<file path="src/rtl/seg7_pkg.sv">
// Shared glyph constants (active-low, seg[6]=a .. seg[0]=g), FSM state type
// and anode helpers for the seven-segment scan decoder.
package seg7_pkg;

  localparam logic [6:0] GLYPH_0     = 7'b0000001;
  localparam logic [6:0] GLYPH_1     = 7'b1001111;
  localparam logic [6:0] GLYPH_2     = 7'b0010010;
  localparam logic [6:0] GLYPH_3     = 7'b0000110;
  localparam logic [6:0] GLYPH_4     = 7'b1001100;
  localparam logic [6:0] GLYPH_5     = 7'b0100100;
  localparam logic [6:0] GLYPH_6     = 7'b0100000;
  localparam logic [6:0] GLYPH_7     = 7'b0001111;
  localparam logic [6:0] GLYPH_8     = 7'b0000000;
  localparam logic [6:0] GLYPH_9     = 7'b0000100;
  localparam logic [6:0] GLYPH_A     = 7'b0001000;
  localparam logic [6:0] GLYPH_B     = 7'b1100000;
  localparam logic [6:0] GLYPH_C     = 7'b0110001;
  localparam logic [6:0] GLYPH_D     = 7'b1000010;
  localparam logic [6:0] GLYPH_E     = 7'b0110000;
  localparam logic [6:0] GLYPH_F     = 7'b0111000;
  localparam logic [6:0] GLYPH_BLANK = 7'b1111111;

  typedef enum logic {
    TRACK = 1'b0,
    HELD  = 1'b1
  } state_e;

  function automatic logic is_onehot4(input logic [3:0] v);
    return (v != 4'h0) && ((v & (v - 4'd1)) == 4'h0);
  endfunction

  // Only meaningful for a one-hot selector; other inputs map to slot 0.
  function automatic logic [1:0] anode_index(input logic [3:0] sel);
    case (sel)
      4'b0010: return 2'd1;
      4'b0100: return 2'd2;
      4'b1000: return 2'd3;
      default: return 2'd0;
    endcase
  endfunction

endpackage

</file>
<file path="src/rtl/seg7_glyph_decode.sv">
// Combinational glyph-to-value decode with blank/error flags.
// Define SEG7_HEX_EN to also accept the A-F glyphs.
module seg7_glyph_decode
  import seg7_pkg::*;
(
  input  logic [6:0] seg,
  output logic [3:0] value,
  output logic       blank,
  output logic       err
);

  always_comb begin
    value = 4'h0;
    blank = 1'b0;
    err   = 1'b0;
    case (seg)
      GLYPH_0:     value = 4'h0;
      GLYPH_1:     value = 4'h1;
      GLYPH_2:     value = 4'h2;
      GLYPH_3:     value = 4'h3;
      GLYPH_4:     value = 4'h4;
      GLYPH_5:     value = 4'h5;
      GLYPH_6:     value = 4'h6;
      GLYPH_7:     value = 4'h7;
      GLYPH_8:     value = 4'h8;
      GLYPH_9:     value = 4'h9;
`ifdef SEG7_HEX_EN
      GLYPH_A:     value = 4'hA;
      GLYPH_B:     value = 4'hB;
      GLYPH_C:     value = 4'hC;
      GLYPH_D:     value = 4'hD;
      GLYPH_E:     value = 4'hE;
      GLYPH_F:     value = 4'hF;
`endif
      GLYPH_BLANK: blank = 1'b1;
      default:     err   = 1'b1;
    endcase
  end

endmodule

</file>
<file path="src/rtl/seg7_scan_decoder.sv">
// Recovers a 4-digit frame from a multiplexed active-low 7-segment drive.
// Define SEG7_HEX_EN to decode A-F glyphs (otherwise they flag err).
module seg7_scan_decoder
  import seg7_pkg::*;
#(
  parameter int STABLE_CYCLES = 4
) (
  input  logic        clk,
  input  logic        rst,
  input  logic [3:0]  an,
  input  logic [6:0]  seg,
  output logic [15:0] digits,
  output logic [3:0]  blank,
  output logic [3:0]  err,
  output logic        frame_valid
);

  localparam logic [7:0] STABLE_N = 8'(STABLE_CYCLES);

  logic [3:0]       an_q;
  logic [6:0]       seg_q;
  logic [10:0]      prev_q;
  logic [7:0]       cnt_q, cnt_d;
  state_e           state_q;
  logic [3:0]       mask_q, mask_d;
  logic [15:0]      digits_q;
  logic [3:0]       blank_q, err_q;
  logic             frame_valid_q;
  logic [3:0][3:0]  slot_val_q;
  logic [3:0]       slot_blk_q, slot_err_q;

  logic [3:0] sel;
  logic       qual, same, capture, frame_done;
  logic [1:0] idx;
  logic [3:0] dec_value;
  logic       dec_blank, dec_err;

  seg7_glyph_decode u_dec (
    .seg   (seg_q),
    .value (dec_value),
    .blank (dec_blank),
    .err   (dec_err)
  );

  // prev_q tracks every sample, so a disqualified one can never match the next.
  assign sel        = ~an_q;
  assign qual       = is_onehot4(sel);
  assign same       = qual && ({an_q, seg_q} == prev_q);
  assign idx        = anode_index(sel);
  assign frame_done = (mask_q == 4'hF);

  always_comb begin
    cnt_d = 8'd0;
    if (qual) begin
      if (!same)                cnt_d = 8'd1;
      else if (cnt_q == 8'hFF)  cnt_d = cnt_q;
      else                      cnt_d = cnt_q + 8'd1;
    end
  end

  assign capture = (state_q == TRACK) && qual && (cnt_d == STABLE_N);

  // A capture on the frame-completion edge lands in the freshly cleared mask.
  always_comb begin
    mask_d = frame_done ? 4'h0 : mask_q;
    if (capture) mask_d[idx] = 1'b1;
  end

  always_ff @(posedge clk or posedge rst) begin
    if (rst) begin
      an_q          <= 4'hF;
      seg_q         <= 7'h7F;
      prev_q        <= {4'hF, 7'h7F};
      cnt_q         <= 8'd0;
      state_q       <= TRACK;
      mask_q        <= 4'h0;
      digits_q      <= 16'h0000;
      blank_q       <= 4'hF;
      err_q         <= 4'h0;
      frame_valid_q <= 1'b0;
    end else begin
      an_q          <= an;
      seg_q         <= seg;
      prev_q        <= {an_q, seg_q};
      cnt_q         <= cnt_d;
      mask_q        <= mask_d;
      frame_valid_q <= frame_done;
      case (state_q)
        TRACK:   if (capture) state_q <= HELD;
        HELD:    if (!same)   state_q <= TRACK;
        default:              state_q <= TRACK;
      endcase
      if (frame_done) begin
        digits_q <= slot_val_q;
        blank_q  <= slot_blk_q;
        err_q    <= slot_err_q;
      end
    end
  end

  // Slot storage is pure data; the mask alone decides when it is valid.
  always_ff @(posedge clk) begin
    if (capture) begin
      slot_val_q[idx] <= dec_value;
      slot_blk_q[idx] <= dec_blank;
      slot_err_q[idx] <= dec_err;
    end
  end

  assign digits      = digits_q;
  assign blank       = blank_q;
  assign err         = err_q;
  assign frame_valid = frame_valid_q;

endmodule

</file>
<file path="config.mk">
export PLATFORM = sky130hd
export DESIGN_NAME = seg7_scan_decoder
export DESIGN_NICKNAME = d
export VERILOG_FILES = /design/src/rtl/seg7_pkg.sv /design/src/rtl/seg7_glyph_decode.sv /design/src/rtl/seg7_scan_decoder.sv
export SDC_FILE = /design/constraint.sdc
export NUM_CORES = 1
export LEC_CHECK = 0
export BUFFER_PORTS_ARGS = -buffer_cell sky130_fd_sc_hd__buf_2
export CAP_MARGIN = 25
export CORE_ASPECT_RATIO = 0.8
export CORE_UTILIZATION = 30
export CTS_CLUSTER_SIZE = 16
export DETAILED_ROUTE_END_ITERATION = 8
export PLACE_DENSITY = 0.48
export SYNTH_ARGS = -nofsm -noshare
export SYNTH_HDL_FRONTEND = slang
export SYNTH_HIERARCHICAL = 1
export SYNTH_SLANG_ARGS = --single-unit
</file>
<file path="constraint.sdc">
create_clock -name clk -period 3.1 [get_ports clk]
set_clock_uncertainty 0.15 [all_clocks]
set_input_delay 0.62 -clock clk [delete_from_list [all_inputs] [get_ports clk]]
set_output_delay 0.62 -clock clk [all_outputs]
set_load 0.02 [all_outputs]
</file>
==> flow_summary.ini, run 1 <==
[yosys]
synth.top_cell.area_share = 0.2459
synthAdderAreaFrac = 0.003617
synth_edf_count = 24
ys_types = 52
yosys.area_share.xor_xnor = 0.03544
yosysMostFrequentCell = nand2_1
syn_inst = 298
yosys-mux-area-fraction = 0.002893
synth_compound_area_frac = 0.05823
yosysSeqAreaShare = 0.6517
yosys-top-cells-count = nand2_1, dfrtp_1, dfstp_2
syn_area_sq_um = 3460
synth_top_cell_by_area = dfrtp_1
ys_ff_latch = 84
yosys_warnings = 6
syn_avg_cell_area_sq_um = 11.61
yosys.area_share.simple = 0.2228
yosys-top-cells-area = dfrtp_1, edfxtp_1, dfstp_2, nand2_1, xnor2_1
synth_top_flop_cell = dfrtp_1
synth_top_family_by_area = simple AND/OR/NAND/NOR gates
async_reset_ff_frac = 0.7143
syn_nets = 312

[floorplanning]
initial_core_util = 0.3128
ioPinCount = 38
core_area_sq_um = 11060
die_area_sq_um = 11970
die_w_um = 122.1
num_rows = 34
die_y_um = 98.05

[layout]
fillers = 1103
layout-drive-gt1-share = 0.2986
nets = 354
seq_area_sq_um = 2255
multi_input_area_sq_um = 1117
diodes = 0
syn2layout_area_growth_pct = 18.99

[power_and_ir_drop]
p_leak_nw = 1.811
p_switching_mw = 0.5032
switching_share = 0.2140
pwr_density_cell_nw_per_um2 = 571.3
clkPwrFrac = 0.463
power_frac_seq = 0.506
pwr-share-comb = 0.031
p_int_mw = 1.849
irDropWorstVdd_mv = 0.3794

[global_routing]
grt-ovfl-total = 0
grt_pass1_wl_um = 11570
grt_usage = 0.1294
antenna_found_initial = 0
grt_pass1_vias = 2188
grt_max_degree = 38

[worst_hold_path]
min_from = seg[2]
hold_path_class = input pin to flop
hold_depth = 1

[cts]
cts_setup_buffers = 0
cts_buffers = 9
clk_pin_slew_worst_paths_ns = 0.06
htreeDepth = 3
ctsResizeCount = 0
clockBufferDepth = 2
clkLatencyLatePin_ns = 0.34
cts_sinks = 84
cts_root_buf = clkbuf_16
cts_tree = yes

[worst_setup_path]
r2r_start = cnt_q[0]$_DFF_PP0_
start_kind = flop
cp_max_fo = 7
critPathArrivalTime_ns = 2.47
cp-end-kind = flop
r2r_cells = 7
critPathLaunch = cnt_q[0]$_DFF_PP0_
r2r_slack_ns = 0.53
reg2reg_to = slot_err_q[3]$_DFFE_PP_
critPathRequiredTime_ns = 3.00
endpoint = slot_err_q[3]$_DFFE_PP_
critPathKind = flop to flop

[sta]
setup_violations = 0
rsz0062_at_grt = false
finalMaxSlewViolations = 0
relSlewSlack = 0.4843
timing.final.ws_setup_ns = 0.5309
max_freq_ghz = 0.3892
tightest_slew_ns = 0.7665
period_needed_ns = 2.569
period_share = 0.8287
hold_viol_final = 0
fin_tns_setup_ns = 0

[run_status]
status = complete, no violations

[routing]
dr.first_iter.drc_count = 128
viasPerCell = 4.552
drt_first_pass_iters = 4
wl_per_cell_um = 13.92
vias = 2226
wl_um = 6807
antenna_left = 0
remaining_drc_errors = 0

[placement]
preCtsSetupSlack_ns = 0.5201
port-buffer-count = 37
place_hpwl_um = 4823
place.gp.congestion = 0.7516

[flow_run]
cap_violations = 0
[sequential cells by signal, summed over array words and instances, names as in the netlist]
| signal | flops |
|---|---|
| digits | 16 |
| slot_val_q | 16 |
| prev_q | 11 |
| cnt_q | 8 |
| seg_q | 7 |
| an_q | 4 |
| blank | 4 |
| err | 4 |
| mask_q | 4 |
| slot_blk_q | 4 |
| slot_err_q | 4 |
| frame_valid | 1 |
| state_q | 1 |
[layout make-up]
type / count / share of cell area
Clock buffer: 10 / 0.05805
Clock inverter: 6 / 0.01702
Inverter: 4 / 0.003647
Multi-Input combinational cell: 197 / 0.2714
Sequential cell: 84 / 0.5477
Tap cell: 144 / 0.04377
Timing Repair Buffer: 44 / 0.05836
[placed cells by master, fill, tap and decap left out, types with 4 or more instances in the layout]
master     instances
buf_2             37
nor3_2             5
nand2_1           89
nand2b_1           4
edfxtp_1          24
nand3_1            9
xnor2_1           11
clkbuf_16          9
dfrtp_1           34
nor4_1             4
nor2_1             9
buf_4              6
dfstp_2           26
a21oi_1            8
nand4_1            9
[cells by family after synthesis]
logic type	count (synthesis)
DFF	84
buffers and inverters	17
xor gates and xnor gates	14
and+or+nand+nor	154
AOI/OAI and AO/OA	27
muxes	1
adders and majority gates	1
[what timing repair did]
item | CTS | global route
hold buffers | 1 | 0
endpoints found under the setup margin | 0 | 0
endpoints found under the hold margin | 2 | 0
[worst min-delay path by stage]
stage                                end  slack, ns
finish                seg_q[2]$_DFF_PP1_       0.23
global route           an_q[3]$_DFF_PP1_       0.20
CTS                    an_q[3]$_DFF_PP1_       0.21
detailed placement  prev_q[10]$_DFF_PP1_       0.26
global placement     prev_q[9]$_DFF_PP1_       0.25
floorplan           prev_q[10]$_DFF_PP1_       0.20
[routing by layer]
metal	vias up	GRT usage	routed length (um)
li1	1133	-	-
met1	1050	0.1941	3813
met2	41	0.1669	2734
met3	2	0.04731	226
met4	0	0.04784	33
met5	-	0	0
[power groups by stage]
stage / logic (mW) / registers [mW] / clock network, mW
after floorplan: 0.0606 / 1.20 / 0
after global placement: 0.0755 / 1.21 / 0
after detailed placement: 0.0754 / 1.21 / 0
after CTS: 0.0764 / 1.19 / 1.13
after global routing: 0.0836 / 1.19 / 1.17
final: 0.0739 / 1.19 / 1.09
[stage by stage]
stage / cells / utilization / total power, mW / hold slack, ns / cell area, sq um
4_1_cts: 489 / 0.3722 / 2.394 / 0.2089 / 4116
3_5_place_dp: 472 / 0.3433 / 1.285 / 0.2596 / 3797
5_1_grt: 489 / 0.3722 / 2.446 / 0.2034 / 4116
3_3_place_gp: 472 / 0.3433 / 1.284 / 0.2531 / 3797
2_1_floorplan: 298 / - / 1.258 / 0.2019 / 3460
6_report: 489 / 0.3722 / 2.352 / 0.2254 / 4116
[worst max-delay path, stage by stage (launching register included)]
cell     delay [ns]
dfrtp_1        0.43
ha_1           0.31
nand4_1        0.20
or3_1          0.36
nand3_1        0.11
nand3_2        0.16
nor4_1         0.34
buf_4          0.22
(Power assumes the default switching activity.)
==> run 2: changes to the inputs <==
PLACE_DENSITY = 0.5   (was 0.48)
clock period = 2.2 ns   (was 3.1 ns; I/O delays follow)
==> flow_summary.ini, run 2 (synthesized netlist as in run 1, its figures left out) <==
[layout]
final_cell_mix = nand2_1, buf_2, buf_4
nets = 395
syn2layout_area_growth_pct = 34.25
layout-drive-gt1-share = 0.4093
final_cell_area_sq_um = 4644
diodes = 0
layout_commonest_cell = nand2_1
post-route-util = 0.4199

[worst_hold_path]
hold_path_class = input pin to async pin

[global_routing]
grt_pass1_vias = 2377
antenna_found_initial = 0
grt_max_degree = 61
grt_pass1_wl_um = 12000
grt-ovfl-total = 0
grt_usage = 0.1309

[floorplanning]
die_y_um = 98.05
initial_core_util = 0.3128
num_rows = 34
ioPinCount = 38
core_area_sq_um = 11060
die_area_sq_um = 11970
die_w_um = 122.1

[sta]
rsz0062_at_grt = true
period_share = 1.031
finalMaxSlewViolations = 0
tightest_slew_ns = 0.4888
setup_violations = 24
relSlewSlack = 0.6714
max_freq_ghz = 0.4410
timing.final.ws_setup_ns = -0.06766
fin_tns_setup_ns = -1.042
hold_viol_final = 0
period_needed_ns = 2.268

[routing]
dr.first_iter.drc_count = 166
remaining_drc_errors = 0
antenna_left = 0
drt_first_pass_iters = 4
viasPerCell = 4.542
vias = 2407
wl_per_cell_um = 13.22
wl_um = 7009

[worst_setup_path]
crit_buf_inv = 3
crit_top_cell = buf_6
start_kind = flop
cp-end-kind = flop
critPathArrivalTime_ns = 2.18
crit_chain = buf_6, a311oi_2, a21oi_1, a211oi_2, nand3_4, buf_6, nor3_4, buf_6
cp_max_fo = 3
crit_path_max_incr_delay_ns = 0.41
crit_family = compound AO/OA/AOI/OAI gates
slowest_stage = dfrtp_1
critPathRequiredTime_ns = 2.11
critPathKind = flop to flop

[cts]
cts_tree = yes
cts_hold_buf = 0
cts_sinks = 84
htreeDepth = 3
cts_buffers = 9
clockBufferDepth = 2
cts_root_buf = clkbuf_16
clkLatencyLatePin_ns = 0.34
clk_pin_slew_worst_paths_ns = 0.06

[run_status]
failed_checks = negative setup slack
status = finished with violations

[placement]
preCtsSetupSlack_ns = -0.1023
place_area_sq_um = 4103
place.gp.congestion = 0.7932
place_hpwl_um = 4816
port-buffer-count = 37

[power_and_ir_drop]
irDropWorstVdd_mv = 0.5819
p_leak_nw = 2.096
total_power_mw = 3.544
pwr_density_cell_nw_per_um2 = 763.0

[flow_run]
cap_violations = 0
-- run 2: layout make-up --
cell class              count  area, sq um
clock buffers              11        232.7
repair buffers             85        595.6
fillers                  1063         6416
clock inverters             5        107.6
well taps                 144        180.2
inverters                   4        15.01
flip-flops and latches     84         2257
multi-input cells         197         1256
-- run 2: metrics by stage --
stage	std cells	hold WS (ns)
6_report	530	0.006487
5_1_grt	530	0.03735
4_1_cts	525	0.001125
3_5_place_dp	504	0.2401
3_3_place_gp	504	0.2351
2_1_floorplan	298	0.2041
-- run 2: power by group --
group	total, mW	leakage [nW]	switching, mW	internal [mW]
Combinational	0.164	0.916	0.0882	0.0762
Sequential	1.66	1.02	0.0210	1.64
Clock	1.72	0.165	0.599	1.12
Total	3.54	2.10	0.708	2.84
-- run 2: worst paths after layout --
kind	start	to	slack, ns	cells past startpoint
worst max-delay path	cnt_q[0]$_DFF_PP0_	slot_val_q[3]$_DFFE_PP_	-0.07	8
worst min-delay path	rst	cnt_q[5]$_DFF_PP0_	0.006	3
worst max register to register	cnt_q[0]$_DFF_PP0_	slot_val_q[3]$_DFFE_PP_	-0.07	8
worst min register to register	an_q[1]$_DFF_PP1_	prev_q[8]$_DFF_PP1_	0.24	0
max in group asynchronous	rst	prev_q[8]$_DFF_PP1_	1.59	3
min in group clk	seg[1]	seg_q[1]$_DFF_PP1_	0.05	1
-- run 2: routing by layer --
metal,share of wire,global-route usage,vias to the layer above
li1,-,-,1207
met5,0,0,-
met4,0.014,0.05066,0
met1,0.52,0.1903,1138
met3,0.050,0.04322,10
met2,0.42,0.1782,52
-- run 2: timing repair --
item / 4_1_cts / 5_1_grt
setup buffers: 5 / 5
pin swaps: 2 / 12
setup endpoints to repair: 24 / 32
resized for setup: 4 / 21
-- run 2: worst register-to-register path: cells and delay by family (launching register included) --
family / cells / cell delay (ns)
AOI/OAI and AO/OA: 3 / 0.66
and+or+nand+nor: 2 / 0.35
DFF: 1 / 0.41
buffers and inverters: 3 / 0.43
